File: config.mk
export PLATFORM = sky130hd
export DESIGN_NAME = instruction_fetch
export DESIGN_NICKNAME = d
export VERILOG_FILES = /design/src/rtl/instruction_fetch.sv
export SDC_FILE = /design/constraint.sdc
export NUM_CORES = 1
export LEC_CHECK = 0
export ABC_AREA = 1
export BUFFER_PORTS_ARGS = -buffer_cell sky130_fd_sc_hd__buf_2
export CELL_PAD_IN_SITES_DETAIL_PLACEMENT = 1
export CELL_PAD_IN_SITES_GLOBAL_PLACEMENT = 1
export CORE_AREA = 2 2 175 177
export CTS_CLUSTER_DIAMETER = 120
export DETAILED_ROUTE_END_ITERATION = 8
export DIE_AREA = 0 0 177 179
export GPL_ROUTABILITY_DRIVEN = 1
export PLACE_DENSITY_LB_ADDON = 0.1
export SLEW_MARGIN = 20
export SYNTH_ARGS = -nofsm -noshare
export SYNTH_HDL_FRONTEND = slang
export SYNTH_SLANG_ARGS = --single-unit
File: constraint.sdc
create_clock -name clk -period 4.4 [get_ports clk]
set_clock_uncertainty 0.15 [all_clocks]
set_input_delay 0.66 -clock clk [delete_from_list [all_inputs] [get_ports clk]]
set_output_delay 0.66 -clock clk [all_outputs]
set_load 0.02 [all_outputs]
File: src/rtl/instruction_fetch.sv
//-----------------------------------------------------------------------------
// instruction_fetch
//   IF stage plus IF/ID pipeline register. Holds the PC, fetches over a
//   req/gnt + rvalid memory interface with at most one request outstanding,
//   buffers one returned word in a skid entry while decode stalls, and
//   handles taken-branch redirects. Bubbles are presented as NOP_INSTR.
//
// Ports
//   clk, rst_n     clock (rising edge) / asynchronous active-low reset
//   imem_req       fetch request at imem_addr
//   imem_addr      fetch address (= pc), word aligned
//   imem_gnt       memory accepts the request this cycle
//   imem_rvalid    read data valid (in order, >= 1 cycle after gnt)
//   imem_rdata     instruction word
//   id_stall       decode cannot accept; IF/ID holds
//   redirect       taken branch/jump: flush and refetch from redirect_pc
//   redirect_pc    redirect target, bits [1:0] ignored
//   if_id_valid    IF/ID holds a real instruction
//   if_id_pc       PC of if_id_instr
//   if_id_instr    instruction to decode, NOP_INSTR when invalid
//   dbg_state_o    fetch FSM state (0=REQ, 1=WAIT, 2=DROP)
//
// Handshake: a request is transferred on a cycle where imem_req and imem_gnt
// are both high; imem_addr is held stable from the first imem_req cycle until
// that transfer. Exactly one rvalid pulse answers each transfer.
//-----------------------------------------------------------------------------
module instruction_fetch #(
   parameter logic [31:0] RESET_PC  = 32'h0000_0000,
   parameter logic [31:0] NOP_INSTR = 32'h0000_0013
) (
   input  logic        clk,
   input  logic        rst_n,
   output logic        imem_req,
   output logic [31:0] imem_addr,
   input  logic        imem_gnt,
   input  logic        imem_rvalid,
   input  logic [31:0] imem_rdata,
   input  logic        id_stall,
   input  logic        redirect,
   input  logic [31:0] redirect_pc,
   output logic        if_id_valid,
   output logic [31:0] if_id_pc,
   output logic [31:0] if_id_instr,
   output logic [1:0]  dbg_state_o
);

   typedef enum logic [1:0] {
      S_REQ  = 2'd0,
      S_WAIT = 2'd1,
      S_DROP = 2'd2
   } state_e;

   state_e      state_q;
   logic [31:0] pc_q, pc_d;
   logic [31:0] fetch_pc_q;      // address of the request in flight
   logic        skid_valid_q;
   logic [31:0] skid_pc_q;
   logic [31:0] skid_instr_q;
   logic        if_id_valid_q;
   logic [31:0] if_id_pc_q;
   logic [31:0] if_id_instr_q;

   logic req_fire;
   logic resp;
   logic advance;

   // A full skid blocks new requests, so the skid can never overflow.
   assign imem_req  = rst_n && (state_q == S_REQ) && !skid_valid_q && !redirect;
   assign imem_addr = pc_q;
   assign req_fire  = imem_req && imem_gnt;
   assign resp      = (state_q == S_WAIT) && imem_rvalid;
   assign advance   = !id_stall || !if_id_valid_q;

   assign pc_d = redirect ? (redirect_pc & ~32'd3) :
                 req_fire ? (pc_q + 32'd4) : pc_q;

   always_ff @(posedge clk or negedge rst_n) begin
      if (!rst_n) begin
         state_q       <= S_REQ;
         pc_q          <= RESET_PC;
         fetch_pc_q    <= 32'd0;
         skid_valid_q  <= 1'b0;
         skid_pc_q     <= 32'd0;
         skid_instr_q  <= 32'd0;
         if_id_valid_q <= 1'b0;
         if_id_pc_q    <= 32'd0;
         if_id_instr_q <= NOP_INSTR;
      end else begin
         pc_q <= pc_d;
         if (redirect) begin
            if_id_valid_q <= 1'b0;
            if_id_instr_q <= NOP_INSTR;
            skid_valid_q  <= 1'b0;
            // An in-flight word is stale: drop it now or when it arrives.
            // A response landing in DROP during a redirect is that stale
            // word, so it is consumed here rather than waited for again.
            case (state_q)
               S_WAIT, S_DROP: state_q <= imem_rvalid ? S_REQ : S_DROP;
               default:        state_q <= S_REQ;
            endcase
         end else begin
            case (state_q)
               S_REQ: begin
                  if (req_fire) begin
                     state_q    <= S_WAIT;
                     fetch_pc_q <= pc_q;
                  end
               end
               S_WAIT:  if (imem_rvalid) state_q <= S_REQ;
               S_DROP:  if (imem_rvalid) state_q <= S_REQ;
               default: state_q <= S_REQ;
            endcase

            if (advance) begin
               if (skid_valid_q) begin
                  if_id_valid_q <= 1'b1;
                  if_id_pc_q    <= skid_pc_q;
                  if_id_instr_q <= skid_instr_q;
                  skid_valid_q  <= 1'b0;
               end else if (resp) begin
                  if_id_valid_q <= 1'b1;
                  if_id_pc_q    <= fetch_pc_q;
                  if_id_instr_q <= imem_rdata;
               end else begin
                  if_id_valid_q <= 1'b0;
                  if_id_instr_q <= NOP_INSTR;
               end
            end else if (resp) begin
               // Skid is always empty in WAIT because requests are gated on it.
               skid_valid_q <= 1'b1;
               skid_pc_q    <= fetch_pc_q;
               skid_instr_q <= imem_rdata;
            end
         end
      end
   end

   assign if_id_valid = if_id_valid_q;
   assign if_id_pc    = if_id_pc_q;
   assign if_id_instr = if_id_instr_q;
   assign dbg_state_o = state_q;

endmodule

## Word-level counts from Yosys, hierarchy flattened

Index checks and enable logic that the tools add are counted.

- Bits in registers: 196
- Input bits: 70
- Output and inout port bits: 100
- Word-level logic and storage cells: 57

- Add/sub/neg operators: 1
- Eq/ne operators: 4
- Multiplexer cells: 21
- Bitwise operators: 2
- Reductions and logical operators: 20

Operators by type and width:

| cell | number |
|---|---|
| 32-bit 2-to-1 mux | 8 |
| 32-bit by 3-bit adder with 32-bit output (second input constant) | 1 |
| 2-bit 2-to-1 mux | 5 |
| 3-bit AND reduction | 3 |
| 1-bit 2-to-1 mux | 7 |
| 2-bit nonzero test | 3 |
| 1-bit logical AND | 5 |
| 1-bit logical NOT | 4 |
| 2-bit one-hot mux with 2 select lines | 1 |
| 3-bit by 1-bit inequality test with 1-bit output (second input constant) | 1 |
| 3-bit inequality test (second input constant) | 1 |
| 3-bit nonzero test | 1 |
| 2-bit by 1-bit == test with 1-bit output (second input constant) | 1 |
| 2-bit == test (second input constant) | 1 |
| 2-bit logical NOT | 1 |
| 1-bit inverter | 2 |
| 2-bit AND reduction | 1 |
| 2-bit OR reduction | 1 |
| 1-bit logical OR | 1 |

## Longest topological paths before layout

- Depth in word-level cells: 8
- Depth in mapped cells: 10
- Gate-level depth less buffers: 9

## Least setup slack after synthesis

No wires, ideal clock.

- Path kind: input-to-output
- Start: input port redirect
- End: output port imem_req
- Data arrival time: 1.113 ns
- Data required time: 3.590 ns
- Setup slack: 2.477 ns
- Stages: 4
- Path buffers: 1
- Path through: buf_6 nor2_4 nand2_1 inv_1

- Longest elaborated chain between the ends: 2

Ends and longest elaborated chain:

| item | RTL line | RTL |
|---|---|---|
| start: declaration | 39 | `input logic redirect,` |
| 1-bit logical NOT | 68 | `assign imem_req = rst_n && (state_q == S_REQ) && !skid_valid_q && !redirect;` |
| 1-bit logical AND | 68 |  |
| end: declaration | 33 | `output logic imem_req,` |

No other way between the ends.

## Final worst setup path

- Start: input port rst_n
- End: output port imem_req

- Longest elaborated chain between the ends: 3

Ends and longest elaborated chain:

| item | RTL line | RTL |
|---|---|---|
| start: declaration | 32 | `input logic rst_n,` |
| 1-bit logical AND (3 in series) | 68 |  |

No other way between the ends.

==> results.cfg <==
[layout]
antenna_cells = 0
area_delta_synth_final_pct = 20.4
final_nets = 1273
drive_gt1_share_pct = 22.3
finalInstanceArea_um2 = 10700
seq_area_um2 = 4710
multi_input_area_um2 = 3540
num-fill-cells = 3604

[power]
p_seq_share_pct = 45.1
p_sw_uw = 1950
power_frac_clock_pct = 29.6
powerDensity_nw_per_um2 = 530
leakage_uw = 0.00551
combPwrFrac_pct = 25.3
switching_share_pct = 34.5
p_total_uw = 5660
irDropWorstVdd_uv = 278
p_int_uw = 3710

[die]
core_um2 = 30000
die_area_um2 = 31700
initial_core_util_pct = 29.5
die_y_um = 179
die_width_um = 177
io_pins = 170
fp-row-count = 64

[cts]
cts_resized = 0
cts_tree = done
path_clk_slew_ns = 0.07
clockBufferDepth = 2
cts_root_buffer = clkbuf_16
cts-buffers-inserted = 17
cts_sinks = 188
h-tree-depth = 4
insertion_delay_ns = 0.44

[outcome]
outcome = finished, final reports clean

[run]
max_cap_violations = 0

[critical_path]
required_ns = 3.59
end_kind = primary output
crit_fanout = 35
rr_worst_depth = 7
startpoint_type = primary input
worstPathArrival_ns = 2.22
path_class = in2out

[routing]
drtAntennaViolNets = 0
viasPerCell = 4.60
dr.max_layer_used = met4
drtIter0Drc = 384
wl_per_cell_um = 16.4
drt_wl_total_um = 26400
dr.pass1.iters = 4
dr_wl_met2_um = 12100
vias = 7399
routed-wl-met3_um = 924
wl_met1_um = 13000
drcViolationCount = 0

[timing]
tightest_slew_ns = 0.948
slew_violations = 0
fmax_ghz = 0.330
fin_setup_tns_ns = 0
rsz0062_at_grt = no
setup_violations = 0
hold_violations = 0
period_share_pct = 68.9
slew_headroom_pct = 36.8
setup_ws_ns = 1.37
min_period_ns = 3.03

[synthesis]
synth.distinct_cells = 29
ys_seq_area_share_pct = 53.1
synthCells = 1057
synthArstFlopShare_pct = 100
ys_warn_count = 0
syn_area_per_cell_um2 = 8.39
syn_area_um2 = 8860
synth_edf_count = 0
synthFlopType = dfrtp_1
ys_ff_latch = 188

[global_route]
grt_overflow = 0
grt_pass1_wl_um = 42100
grt_usage_pct = 17.3
grt_max_degree = 78
antenna_found_initial = 0
grt_pass1_vias = 7459

[placed_design]
port_buffers = 163
dp_slack_ns = 1.46
placed_area_um2 = 10000
gp_congestion = 0.759
dpl.hpwl_um = 18000

[min_path]
min_path_type = in2reg
hold_depth = 3
cell usage after synthesis (5+ instances only):
cell type | instances | share of area [%]
a21oi_1 | 42 | 2.4
buf_2 | 29 | 1.6
buf_4 | 5 | 0.42
clkbuf_1 | 19 | 0.80
dfrtp_1 | 185 | 52
inv_1 | 89 | 3.8
mux2_2 | 44 | 5.6
nand2_1 | 280 | 12
nand3_1 | 65 | 3.7
nor2_1 | 151 | 6.4
nor2_2 | 6 | 0.42
o211ai_1 | 8 | 0.68
o21ai_0 | 80 | 4.5
o31ai_1 | 28 | 2.4
state kept, by name (all words and copies together) (netlist names):
register	count
if_id_instr	32
skid_instr_q	32
fetch_pc_q	30
if_id_pc	30
imem_addr	30
skid_pc_q	30
dbg_state_o	2
if_id_valid	1
skid_valid_q	1
cell type report:
cell class	instances	area share [%]
clock buffer	24	4.70
clock inverter	8	1.21
inverter	92	3.24
multi-input combinational	724	33.1
sequential	188	44.1
tap	396	4.64
timing repair buffer	177	8.97
critical path, stage by stage:
cell	delay, ns
dlygate4sd3_1	0.55
clkbuf_8	0.32
inv_1	0.09
nor2_1	0.21
nand2_1	0.10
inv_1	0.10
buf_2	0.17
routing by layer:
metal | up-vias | global-route usage (%)
met5 | - | 0
met2 | 144 | 27.6
li1 | 3688 | -
met3 | 20 | 3.29
met4 | 0 | 4.92
met1 | 3547 | 23.9
timing repair:
| item | CTS | global route |
|---|---|---|
| buffers inserted | 0 | 0 |
| hold endpoints to repair | 32 | 0 |
| hold buffers | 1 | 0 |
path summary, 6_finish.rpt:
check / startpoint / to / slack (ns)
worst max-delay path: rst_n / imem_req / 1.37
worst min-delay path: redirect_pc[2] / imem_addr[2] / 0.27
worst max register to register: dbg_state_o[0] / if_id_pc[2] / 1.85
worst min register to register: if_id_instr[3] / if_id_instr[3] / 0.33
max in group asynchronous: rst_n / if_id_pc[25] / 2.03
min in group asynchronous: rst_n / if_id_instr[3] / 0.56
power by group through the flow:
stage          Combinational, uW  Clock, uW  Sequential [uW]
2_1_floorplan                725          0             2740
3_3_place_gp                1440          0             2580
3_5_place_dp                1460          0             2590
4_1_cts                     1470       1740             2560
5_1_grt                     1640       1810             2620
6_report                    1430       1680             2550
logic make-up (layout without fill, tap and decap cells):
kind of cell | after synthesis | in the layout | synth area share [%]
AO/OA/AOI/OAI | 163 | 163 | 10.4
AND/OR/NAND/NOR | 508 | 508 | 23.0
flip-flops | 188 | 188 | 53.1
multiplexers | 46 | 46 | 5.83
buffers and inverters | 148 | 301 | 7.14
other | 1 | 4 | 0.0423
adder cells (fa/ha/maj) | 3 | 3 | 0.424
per-stage QoR:
| stage | utilization [%] | hold slack [ns] | instances |
|---|---|---|---|
| 2_1_floorplan | - | 0.214 | 1060 |
| 3_3_place_gp | 33.4 | 0.310 | 1576 |
| 3_5_place_dp | 33.4 | 0.318 | 1576 |
| 4_1_cts | 35.5 | 0.248 | 1609 |
| 5_1_grt | 35.5 | 0.274 | 1609 |
| 6_report | 35.5 | 0.273 | 1609 |
cell usage in the layout, fill, tap and decap left out, types with 2 or more instances in the layout:
cell type,synthesis,routed
o31ai_1,28,28
inv_2,2,2
nand2_1,280,279
a21oi_1,42,42
nand3_1,65,65
clkbuf_1,19,2
conb_1,1,4
clkbuf_16,0,17
buf_2,29,162
o22ai_1,3,3
inv_1,89,89
nand2_2,1,2
o21ai_0,80,80
dfrtp_1,185,184
clkbuf_8,0,6
dfstp_2,3,3
o31ai_2,2,2
ha_1,3,3
nor2_1,151,151
bufinv_16,0,3
inv_6,0,2
o211ai_1,8,8
nor2_4,2,2
nor2_2,6,6
buf_12,0,2
mux2_2,44,44
buf_4,5,11
(Power assumes the default switching activity.)
